`src/rtl/hash_round_sequencer.sv`:
```
// hash_round_sequencer: control FSM for a round-based compression core.
// Turns enable/soft-reset into init/load/round/update strobes; chains blocks.
module hash_round_sequencer #(
  parameter int unsigned NumRounds   = 64,
  parameter int unsigned CntWidth    = $clog2(NumRounds),
  parameter int unsigned BlockWidth  = 512,
  parameter int unsigned BlkCntWidth = 16
) (
  input  logic                   clk_i,
  input  logic                   rst_i,
  input  logic                   enable_i,
  input  logic                   reset_i,
  input  logic [BlockWidth-1:0]  block_i,
  output logic                   idle_o,
  output logic                   hold_o,
  output logic                   digest_valid_o,
  output logic                   core_init_o,
  output logic                   core_load_o,
  output logic                   core_round_o,
  output logic [CntWidth-1:0]    round_idx_o,
  output logic                   core_update_o,
  output logic [BlockWidth-1:0]  block_o,
  output logic [BlkCntWidth-1:0] blk_count_o,
  output logic                   start_drop_o
);

  localparam logic [2:0] StIdle   = 3'd0;
  localparam logic [2:0] StInit   = 3'd1;
  localparam logic [2:0] StLoad   = 3'd2;
  localparam logic [2:0] StRound  = 3'd3;
  localparam logic [2:0] StUpdate = 3'd4;
  localparam logic [2:0] StHold   = 3'd5;

  localparam logic [CntWidth-1:0] LastIdx =
    CntWidth'(NumRounds - 1);
  localparam logic [BlkCntWidth-1:0] BlkMax = '1;

  logic [2:0]             state_q, state_d;
  logic [CntWidth-1:0]    idx_q, idx_d;
  logic [BlockWidth-1:0]  block_q, block_d;
  logic [BlkCntWidth-1:0] cnt_q, cnt_d;
  logic                   drop_q, drop_d;
  logic                   en_q;
  logic                   start;
  logic                   busy;

  assign start = enable_i & ~en_q;
  assign busy  = (state_q == StInit) | (state_q == StLoad) |
                 (state_q == StRound) | (state_q == StUpdate);

  // Next-state logic; soft reset overrides everything, block snapshot kept.
  always_comb begin
    state_d = state_q;
    idx_d   = idx_q;
    block_d = block_q;
    cnt_d   = cnt_q;
    drop_d  = 1'b0;
    if (reset_i) begin
      state_d = StIdle;
      idx_d   = '0;
      cnt_d   = '0;
    end else begin
      drop_d = start & busy;
      unique case (state_q)
        StIdle: begin
          if (start) begin
            state_d = StInit;
            block_d = block_i;
          end
        end
        StInit: state_d = StLoad;
        StLoad: begin
          state_d = StRound;
          idx_d   = '0;
        end
        StRound: begin
          if (idx_q == LastIdx) begin
            state_d = StUpdate;
            idx_d   = '0;
          end else begin
            idx_d = idx_q + CntWidth'(1);
          end
        end
        StUpdate: begin
          state_d = StHold;
          if (cnt_q != BlkMax) begin
            cnt_d = cnt_q + BlkCntWidth'(1);
          end
        end
        StHold: begin
          if (start) begin
            state_d = StLoad;
            block_d = block_i;
          end
        end
        default: state_d = StIdle;
      endcase
    end
  end

  // State, counters, snapshot and enable edge register.
  always_ff @(posedge clk_i) begin
    if (rst_i) begin
      state_q <= StIdle;
      idx_q   <= '0;
      block_q <= '0;
      cnt_q   <= '0;
      drop_q  <= 1'b0;
      en_q    <= 1'b0;
    end else begin
      state_q <= state_d;
      idx_q   <= idx_d;
      block_q <= block_d;
      cnt_q   <= cnt_d;
      drop_q  <= drop_d;
      en_q    <= enable_i;
    end
  end

  assign idle_o         = (state_q == StIdle);
  assign hold_o         = (state_q == StHold);
  assign digest_valid_o = (state_q == StHold);
  assign core_init_o    = (state_q == StInit);
  assign core_load_o    = (state_q == StLoad);
  assign core_round_o   = (state_q == StRound);
  assign core_update_o  = (state_q == StUpdate);
  assign round_idx_o    = idx_q;
  assign block_o        = block_q;
  assign blk_count_o    = cnt_q;
  assign start_drop_o   = drop_q;

endmodule

```
`config.mk`:
```
export PLATFORM = sky130hd
export DESIGN_NAME = hash_round_sequencer
export DESIGN_NICKNAME = d
export VERILOG_FILES = /design/src/rtl/hash_round_sequencer.sv
export SDC_FILE = /design/constraint.sdc
export NUM_CORES = 1
export LEC_CHECK = 0
export ABC_AREA = 1
export ABC_CLOCK_PERIOD_IN_PS = 5400
export BUFFER_PORTS_ARGS = -buffer_cell sky130_fd_sc_hd__buf_2
export CORE_AREA = 3 3 409 411
export DETAILED_ROUTE_END_ITERATION = 7
export DIE_AREA = 0 0 412 414
export SLEW_MARGIN = 30
export SYNTH_ARGS = -nofsm -noshare
export SYNTH_HDL_FRONTEND = slang
export SYNTH_SLANG_ARGS = --single-unit
```
`constraint.sdc`:
```
create_clock -name clk_i -period 5.4 [get_ports clk_i]
set_clock_uncertainty 0.2 [all_clocks]
set_input_delay 0.27 -clock clk_i [delete_from_list [all_inputs] [get_ports clk_i]]
set_output_delay 0.27 -clock clk_i [all_outputs]
set_load 0.01 [all_outputs]
```
# Word-level counts from Yosys, hierarchy flattened
# Cells that the tools add are included.
[totals]
ff_bits = 539
latch_bits = 0
ram_bits = 0
mem_bits_ro = 0
in_bits = 516
output_inout_bits = 542
wordCells = 38
mem_count = 0
[classes]
add_sub_neg = 2
mul = 0
div_mod_pow = 0
magnitude_cmp = 0
eq_ne = 10
shifts = 0
muxes = 6
bitwise_logic = 7
reduce_logical = 7
[op_table]
columns = ["op", "n"]
rows = [
  ["$pmux W3 S6", 1],
  ["$add A16 B1 Y16 const B", 1],
  ["$ne A16 B16 Y1 const B", 1],
  ["$pmux W6 S2", 1],
  ["$mux W3", 3],
  ["$add A6 B1 Y6 const B", 1],
  ["$eq A3 B2 Y1 const B", 2],
  ["$eq A3 B3 Y1 const B", 2],
  ["$eq A6 B6 Y1 const B", 1],
  ["$mux W6", 1],
  ["$ne A2 B1 Y1 const B", 3],
  ["$reduce_and A3 Y1", 2],
  ["$reduce_or A2 Y1", 2],
  ["$eq A3 B1 Y1 const B", 1],
  ["$logic_not A3 Y1", 1],
  ["$or A1 B1 Y1", 3],
  ["$and A1 B1 Y1", 2],
  ["$not A1 Y1", 2],
  ["$reduce_and A2 Y1", 1],
  ["$reduce_bool A2 Y1", 1],
]

# Depth between registers and ports, before layout
# Gate-level depths: netlist (run 1).
[depth]
depth_word = 5
ltp_mapped = 10
mapped_depth_nobuf = 9

# Worst setup path after synthesis (run 1)
# OpenSTA, ideal clock, no wires.
[synth_timing]
kind = "reg2reg"
from = "register cnt_q[0], in the netlist blk_count_o[0]"
to = "register cnt_q[2], in the netlist blk_count_o[2]"
setup_time_ps = 70
arrival_time_ps = 1526
required_ps = 5130
slack_ps = 3604
stages_incl_launch_ff = 9
path_buffers = 1
period_less_slack_ps = 1796
path_cell_list = "dfxtp_1 -> ha_1 -> nand2_1 -> nor2_1 -> nand2_1 -> o21ai_0 -> buf_2 -> nand2_1 -> a21oi_1"
[synth_via]
elab_chain_len = 2
elab_cells_between_ends = 3
classes_between = "add/sub: 1; eq/ne: 1; reduce/logical: 1"
[synth_lines]
columns = ["item", "line_no", "source"]
rows = [
  ["start, declared", "41", "logic [BlkCntWidth-1:0] cnt_q, cnt_d;"],
  ["start signal, assigned", "114", "cnt_q <= cnt_d;"],
  ["branches (longest 2 deep; another with $add A16 B1 Y16)", "-", ""],
]
# Parallel ways; which one is timed is not known.
# A chain may end at the register's enable or synchronous reset.

# Worst setup path in the final report (run 1)
[layout_timing]
from = "register state_q[1]"
to = "register block_q[22], in the netlist block_o[22]"
[layout_via]
elab_chain_len = 3
elab_cells_between_ends = 4
classes_between = "eq/ne: 1; reduce/logical: 3"
[layout_lines]
columns = ["item", "line_no", "source"]
rows = [
  ["start, declared", "38", "logic [2:0] state_q, state_d;"],
  ["start signal, assigned", "104", "state_q <= StIdle;"],
  ["start signal, assigned", "111", "state_q <= state_d;"],
  ["$eq A3 B3 Y1 / $logic_not A3 Y1 (equally long branches)", "64", "unique case (state_q)"],
  ["$reduce_or A2 Y1 (no line) (*)", "-", ""],
  ["$reduce_and A3 Y1 (no line) (*)", "-", ""],
  ["end signal, assigned", "113", "block_q <= block_d;"],
  ["end, declared", "40", "logic [BlockWidth-1:0] block_q, block_d;"],
]
# Every way passes the cells marked *; elsewhere a longest branch is shown, timed or not.

==> tab_implementation.tex, run 1 <==
\begin{tabular}{lr}
\hline
Metric & Value \\
\hline
\multicolumn{2}{l}{\textbf{GRT}} \\
GR Util All Layers & 13.5\% \\
Vias in the first global route & 21900 \\
Global-route wire length before repair & 165 mm \\
Number of antenna violations at the first check in global routing & 33 \\
Largest net degree at the start of global routing & 175 \\
Total grt overflow & 0 \\
\multicolumn{2}{l}{\textbf{Synth}} \\
Most used DFF post-synth & sky130\_fd\_sc\_hd\_\_dfxtp\_1 \\
Cells taking the most area after synthesis & sky130\_fd\_sc\_hd\_\_dfxtp\_1 (57\%), sky130\_fd\_sc\_hd\_\_nor2\_1 (21\%), sky130\_fd\_sc\_hd\_\_o21ai\_0 (14\%), sky130\_fd\_sc\_hd\_\_clkbuf\_1 (2.2\%), sky130\_fd\_sc\_hd\_\_nand2\_1 (1.3\%) \\
Netlist area before placement & 18900 um2 \\
Fraction of the yosys area taken by sequential cells & 57.1\% \\
Post-synthesis register bit count & 539 \\
Number of enable-type register cells in the synthesized netlist & 0 \\
Number of standard cells after synthesis & 2442 \\
Mean post-synth cell area & 7.74 um2 \\
Synthesis Warnings & 0 \\
Yosys cell types & 26 \\
Ys async rst share & 0\% \\
Share of Yosys cell area claimed by the top area cell type & 57.1\% \\
Biggest area consumer among synthesized cells & sky130\_fd\_sc\_hd\_\_dfxtp\_1 \\
Syn\_nets & 2960 \\
\multicolumn{2}{l}{\textbf{STA}} \\
Final worst-path setup slack & 2350 ps \\
Sum of negative setup slack & 0 ps \\
Worst max-slew margin expressed relative to the limit & 30.2\% \\
Setup Viol. Count Final & 0 \\
Max frequency & 328 MHz \\
Min Tclk post-route & 3050 ps \\
Period utilization & 56.4\% \\
Slew at the pin closest to its max-slew limit & 1050 ps \\
Final number of hold-violating endpoints & 0 \\
Unrepaired setup endpoints after global routing & no \\
Pins over their slew limit & 0 \\
\multicolumn{2}{l}{\textbf{Final layout}} \\
Layout cells sized above 1 & 29.9\% \\
Share of the core filled with cells in the final layout & 20.6\% \\
Multi-input gate area in the final layout & 7210 um2 \\
Area Overhead vs Synth & 78.9\% \\
Flip-flop and latch area & 10800 um2 \\
Commonest cells after routing, fill and taps aside & sky130\_fd\_sc\_hd\_\_nor2\_1 (1062), sky130\_fd\_sc\_hd\_\_buf\_2 (1057), sky130\_fd\_sc\_hd\_\_dfxtp\_1 (539), sky130\_fd\_sc\_hd\_\_o21ai\_0 (520), sky130\_fd\_sc\_hd\_\_dlygate4sd3\_1 (517) \\
Fill cell total of the finished layout & 18300 \\
Leading cell type in the layout, fill and taps excluded & sky130\_fd\_sc\_hd\_\_nor2\_1 \\
Area of all placed cells without fillers & 33800 um2 \\
Layout Nets & 4455 \\
\multicolumn{2}{l}{\textbf{Worst hold path}} \\
Hold path cells & 4 \\
Origin of the worst min-delay path & block\_i[212] \\
Class of the most critical hold timing path & primary input to flop \\
End of the worst hold path & block\_o[212] \\
\multicolumn{2}{l}{\textbf{Clock tree}} \\
Number of levels the H-tree was split into & 3 \\
TritonCTS Buffers & 67 \\
Clock tree from TritonCTS & yes \\
Root Buffer Master & sky130\_fd\_sc\_hd\_\_clkbuf\_16 \\
Clock latency at the later pin of the worst-skew pair & 660 ps \\
Clock-pin transition on the worst setup and hold timing paths & 60 ps \\
Post-CTS Repair Setup Buffers & 0 \\
Count of hold buffers inserted by post-cts repair & 517 \\
Count of clock tree sinks & 539 \\
Clock tree buffer depth & 3 \\
Number of gates resized after cts & 0 \\
\multicolumn{2}{l}{\textbf{Critical path}} \\
Worst endpoint required time & 5790 ps \\
Crit path max fanout & 103 \\
Worst setup SP type & flop \\
Critical Path End Type & flop \\
Crit path arrival time & 3440 ps \\
Type of the worst setup path & flop to flop \\
Worst r2r dst & block\_o[22] \\
R2r startpoint & state\_q[1] \\
Worst-case register-to-register setup slack & 2350 ps \\
Worst Reg-to-Reg Cells & 8 \\
\multicolumn{2}{l}{\textbf{Route}} \\
Total length of routed met2 wires & 58.1 mm \\
First-pass iteration count of the detailed router & 5 \\
Met1 wire length & 47.9 mm \\
Routed wire length & 121 mm \\
Highest metal layer used by the detailed router & met5 \\
ANT nets after route & 0 \\
Post-detailed-route DRC marker count & 0 \\
Met3 layer wire length in the routed design & 10.6 mm \\
Routed length per instance & 19.6 um \\
Avg Vias per Cell & 3.68 \\
Via count & 22800 \\
Iter 0 DRT Violations & 1674 \\
\multicolumn{2}{l}{\textbf{Die}} \\
IO Count & 1058 \\
Die boundary height & 414 um \\
Die Area & 171000 um2 \\
Starting Density & 11.5\% \\
X dimension of the die & 412 um \\
Total core area & 164000 um2 \\
Count of standard-cell rows & 149 \\
\multicolumn{2}{l}{\textbf{Flow run}} \\
Max Cap Viol & 0 \\
\multicolumn{2}{l}{\textbf{Outcome}} \\
Outcome & completed \\
\multicolumn{2}{l}{\textbf{Place}} \\
Placement-stage worst setup slack & 2370 ps \\
Count of buffers from port buffering & 1057 \\
Gpl congestion & 0.953 \\
Placed inst area & 26400 um2 \\
Placed wire-length estimate & 95.0 mm \\
\multicolumn{2}{l}{\textbf{Pwr}} \\
Leakage Power & 15.1 nW \\
Power per cell area & 317 nW/um2 \\
Peak supply drop & 0.000230 V \\
Total chip power & 10.7 mW \\
\hline
\end{tabular}
[synthesized netlist by cell type (all sizes together) (2+ instances only)]
master	n
dfxtp	539
buf	64
a21oi	17
xnor2	3
clkbuf	109
nor2	1063
nand4	7
xor2	5
inv	23
o21ai	522
nand3	14
ha	2
nand2	68
[flip-flops by register name, summed over array words and instances (netlist names)]
name / count
en_q: 1
state_q: 3
block_o: 512
round_idx_o: 6
start_drop_o: 1
blk_count_o: 16
[critical path: stages (launching register included)]
cell and delay (ps):
sky130_fd_sc_hd__dfxtp_1 410, sky130_fd_sc_hd__nor2_1 100, sky130_fd_sc_hd__nand2_1 110, sky130_fd_sc_hd__o21ai_2 110, sky130_fd_sc_hd__nand2_8 360, sky130_fd_sc_hd__buf_12 360, sky130_fd_sc_hd__buf_4 690, sky130_fd_sc_hd__o21ai_0 250
sky130_fd_sc_hd__nor2_1 140
[kinds of logic (layout without fill, tap and decap cells)]
kind of cell	Yosys count	count (layout)	synth area share, %
other	0	8	0
xor gates and xnor gates	8	8	0.371
DFF	539	539	57.1
adders and majority gates	2	2	0.132
AOI/OAI and AO/OA	542	542	14.4
and+or+nand+nor	1154	1154	23.2
buffers and inverters	197	1743	4.76
[metrics by stage]
| step | hold slack (ps) | std cells |
|---|---|---|
| floorplan | 142 | 2442 |
| global placement | 258 | 5540 |
| detailed placement | 265 | 5540 |
| CTS | 93.6 | 6177 |
| global route | 141 | 6179 |
| finish | 202 | 6185 |
[report_power, final]
part           internal, mW  total, mW  switching [mW]
clock network          2.64       4.57            1.93
registers              4.24       4.38           0.146
logic                 0.748       1.75           0.999
total                  7.63       10.7            3.07
[routing by layer]
| layer | global-route usage (%) | vias to the layer above |
|---|---|---|
| li1 | - | 10800 |
| met1 | 15.9 | 10700 |
| met2 | 23.0 | 1054 |
| met3 | 3.84 | 205 |
| met4 | 5.47 | 30 |
| met5 | 0 | - |
[final cells by class]
type,count,share of cell area [%]
sequential,539,31.9
timing repair buffer,1599,31.7
multi-input combinational,1706,21.3
tap,2189,8.10
clock buffer,95,5.66
clock inverter,25,0.881
inverter,24,0.337
antenna,8,0.0592
[how the worst max path moves through the flow]
stage,cells past startpoint,slack [ps],to,from
final,8,2350,block_o[22],state_q[1]
after global placement,10,2270,block_o[368],enable_i
after global routing,8,2100,block_o[294],state_q[0]
after floorplan,8,3600,blk_count_o[2],blk_count_o[0]
after detailed placement,10,2370,block_o[368],enable_i
after CTS,8,2400,block_o[22],state_q[0]
Note: power is estimated with default switching activity, not from simulation.
==> run 2, diff against run 1 <==
- ABC_CLOCK_PERIOD_IN_PS: 5400 -> 2800
- clock period: 5.4 -> 2.8 ns (I/O delays scaled with it)
==> run 2 against run 1 <==
Sequential power up 93%. Flip-flop and latch count unchanged. Die area unchanged. Largest cell class is now buffers. Clock power up 100%. Global-route usage up 0.50 points. Via count up 4.2%. Register-to-register slack worse by 2200 ps. Worst setup slack worse by 2200 ps. Final area up 6.0%. Sequential share of layout area down 1.8 points.
==> tab_implementation.tex, run 2 (synthesis results as in run 1) <==
\begin{tabular}{lr}
\hline
Metric & Value \\
\hline
\multicolumn{2}{l}{\textbf{Outcome}} \\
Outcome & completed \\
\multicolumn{2}{l}{\textbf{Final layout}} \\
Commonest cells after routing, fill and taps aside & sky130\_fd\_sc\_hd\_\_nor2\_1 (1062), sky130\_fd\_sc\_hd\_\_buf\_2 (1057), sky130\_fd\_sc\_hd\_\_dlygate4sd3\_1 (646), sky130\_fd\_sc\_hd\_\_dfxtp\_1 (539), sky130\_fd\_sc\_hd\_\_o21ai\_0 (521) \\
Layout Nets & 4638 \\
Leading cell type in the layout, fill and taps excluded & sky130\_fd\_sc\_hd\_\_nor2\_1 \\
Fill cell total of the finished layout & 18000 \\
Share of the core filled with cells in the final layout & 21.8\% \\
Layout cells sized above 1 & 30.0\% \\
Flip-flop count of the largest register after layout & 512 \\
Area Overhead vs Synth & 89.6\% \\
\multicolumn{2}{l}{\textbf{Worst hold path}} \\
Origin of the worst min-delay path & rst\_i \\
End of the worst hold path & block\_o[358] \\
Hold path cells & 5 \\
Class of the most critical hold timing path & primary input to flop \\
\multicolumn{2}{l}{\textbf{Route}} \\
Routed length per instance & 19.6 um \\
Avg Vias per Cell & 3.72 \\
ANT nets after route & 0 \\
First-pass iteration count of the detailed router & 6 \\
Post-detailed-route DRC marker count & 0 \\
Iter 0 DRT Violations & 1776 \\
Routed wire length & 125 mm \\
Via count & 23700 \\
\multicolumn{2}{l}{\textbf{Critical path}} \\
Worst r2r dst & block\_o[225] \\
Crit path arrival time & 2970 ps \\
Worst Reg-to-Reg Cells & 8 \\
Worst setup SP type & flop \\
Worst endpoint required time & 3140 ps \\
Type of the worst setup path & flop to flop \\
Worst-case register-to-register setup slack & 170 ps \\
R2r startpoint & state\_q[1] \\
Critical Path End Type & flop \\
Crit path max fanout & 91 \\
\multicolumn{2}{l}{\textbf{Clock tree}} \\
Root Buffer Master & sky130\_fd\_sc\_hd\_\_clkbuf\_16 \\
TritonCTS Buffers & 69 \\
Clock-pin transition on the worst setup and hold timing paths & 60 ps \\
Number of levels the H-tree was split into & 3 \\
Post-CTS Repair Setup Buffers & 0 \\
Number of gates resized after cts & 0 \\
Clock tree buffer depth & 3 \\
Clock latency at the later pin of the worst-skew pair & 650 ps \\
Clock tree from TritonCTS & yes \\
Count of clock tree sinks & 539 \\
\multicolumn{2}{l}{\textbf{STA}} \\
Pins over their slew limit & 0 \\
Slew at the pin closest to its max-slew limit & 715 ps \\
Unrepaired setup endpoints after global routing & no \\
Setup Viol. Count Final & 0 \\
Worst max-slew margin expressed relative to the limit & 52.3\% \\
Max frequency & 380 MHz \\
Period utilization & 94.0\% \\
Final number of hold-violating endpoints & 0 \\
Worst slack on hold paths & 11.1 ps \\
Min Tclk post-route & 2630 ps \\
Sum of negative setup slack & 0 ps \\
\multicolumn{2}{l}{\textbf{Place}} \\
Gpl congestion & 0.927 \\
Count of buffers from port buffering & 1057 \\
Placed wire-length estimate & 96.0 mm \\
\multicolumn{2}{l}{\textbf{Die}} \\
IO Count & 1058 \\
X dimension of the die & 412 um \\
Total core area & 164000 um2 \\
Count of standard-cell rows & 149 \\
Die boundary height & 414 um \\
Die Area & 171000 um2 \\
Starting Density & 11.5\% \\
\multicolumn{2}{l}{\textbf{Pwr}} \\
Leakage Power & 16.0 nW \\
Power per cell area & 597 nW/um2 \\
Total chip power & 21.4 mW \\
Peak supply drop & 0.000500 V \\
\multicolumn{2}{l}{\textbf{GRT}} \\
Number of antenna violations at the first check in global routing & 39 \\
Vias in the first global route & 23300 \\
GR Util All Layers & 14.0\% \\
Global-route wire length before repair & 173 mm \\
Total grt overflow & 0 \\
Largest net degree at the start of global routing & 127 \\
\multicolumn{2}{l}{\textbf{Flow run}} \\
Max Cap Viol & 0 \\
\hline
\end{tabular}
==> run 2: cell types whose count changed in the layout (fill, tap and decap cells not counted), moves of 2 or more <==
| cell | change |
|---|---|
| sky130_fd_sc_hd__diode_2 | +5 |
| sky130_fd_sc_hd__buf_4 | +38 |
| sky130_fd_sc_hd__clkbuf_1 | -3 |
| sky130_fd_sc_hd__clkinv_4 | +2 |
| sky130_fd_sc_hd__dlygate4sd3_1 | +129 |
| sky130_fd_sc_hd__clkinv_2 | -4 |
| sky130_fd_sc_hd__clkbuf_8 | +6 |
| sky130_fd_sc_hd__clkinv_8 | -2 |
| sky130_fd_sc_hd__buf_12 | +14 |
| sky130_fd_sc_hd__clkbuf_16 | +5 |
==> run 2: what timing repair did <==
item / in CTS / in global routing
hold endpoints to repair: 539 / 0
hold buffers: 646 / 0
setup endpoints to repair: 0 / 0
==> run 2: power breakdown <==
| part | switching (mW) | internal, mW | total, mW | leakage [nW] |
|---|---|---|---|---|
| Clock | 3.69 | 5.60 | 9.29 | 1.15 |
| Sequential | 0.286 | 8.17 | 8.46 | 4.42 |
| Combinational | 1.98 | 1.66 | 3.65 | 10.5 |
| Total | 5.96 | 15.4 | 21.4 | 16.0 |
==> run 2: worst max-delay path, cell delays in order, from the launching register on <==
cell,delay [ps]
sky130_fd_sc_hd__dfxtp_1,340
sky130_fd_sc_hd__nor2_1,210
sky130_fd_sc_hd__nand2_1,130
sky130_fd_sc_hd__o21ai_2,150
sky130_fd_sc_hd__nand2_8,220
sky130_fd_sc_hd__buf_12,270
sky130_fd_sc_hd__o21ai_0,240
sky130_fd_sc_hd__dlygate4sd3_1,600
sky130_fd_sc_hd__nor2_1,40
==> run 2: how the worst max path moves through the flow <==
stage | from | endpoint | slack (ps)
2_1_floorplan | blk_count_o[0] | blk_count_o[2] | 1000
3_3_place_gp | en_q | block_o[409] | 460
3_5_place_dp | en_q | block_o[308] | 400
4_1_cts | state_q[1] | block_o[98] | 190
5_1_grt | state_q[1] | block_o[211] | 10
6_report | state_q[1] | block_o[225] | 170
==> run 2: final cells by class <==
class	instances	area (um2)	area share (%)
Timing Repair Buffer	1780	12600	35.1
Sequential cell	539	10800	30.1
Multi-Input combinational cell	1706	7210	20.1
Tap cell	2189	2740	7.65
Clock buffer	103	2110	5.89
Clock inverter	22	259	0.723
Inverter	24	114	0.318
Antenna cell	13	32.5	0.0908
==> run 2: layer usage <==
metal  routed length (um)  share of wire, %  vias to the layer above  track usage [%]
met5                  138              0.11                        -                0
met4                 4750               3.8                       20             5.43
met3                 9190               7.3                      220             3.59
met2                59600                48                     1088             23.6
met1                51600                41                    11200             17.0
li1                     -                 -                    11200                -
==> run 2: per-stage QoR <==
stage / worst slack, ps / cells / cell area, um2
floorplan: 1000 / 2442 / 18900
global placement: 457 / 5592 / 27000
detailed placement: 397 / 5592 / 27000
CTS: 192 / 6363 / 35800
global route: 11.4 / 6370 / 35800
finish: 168 / 6376 / 35800
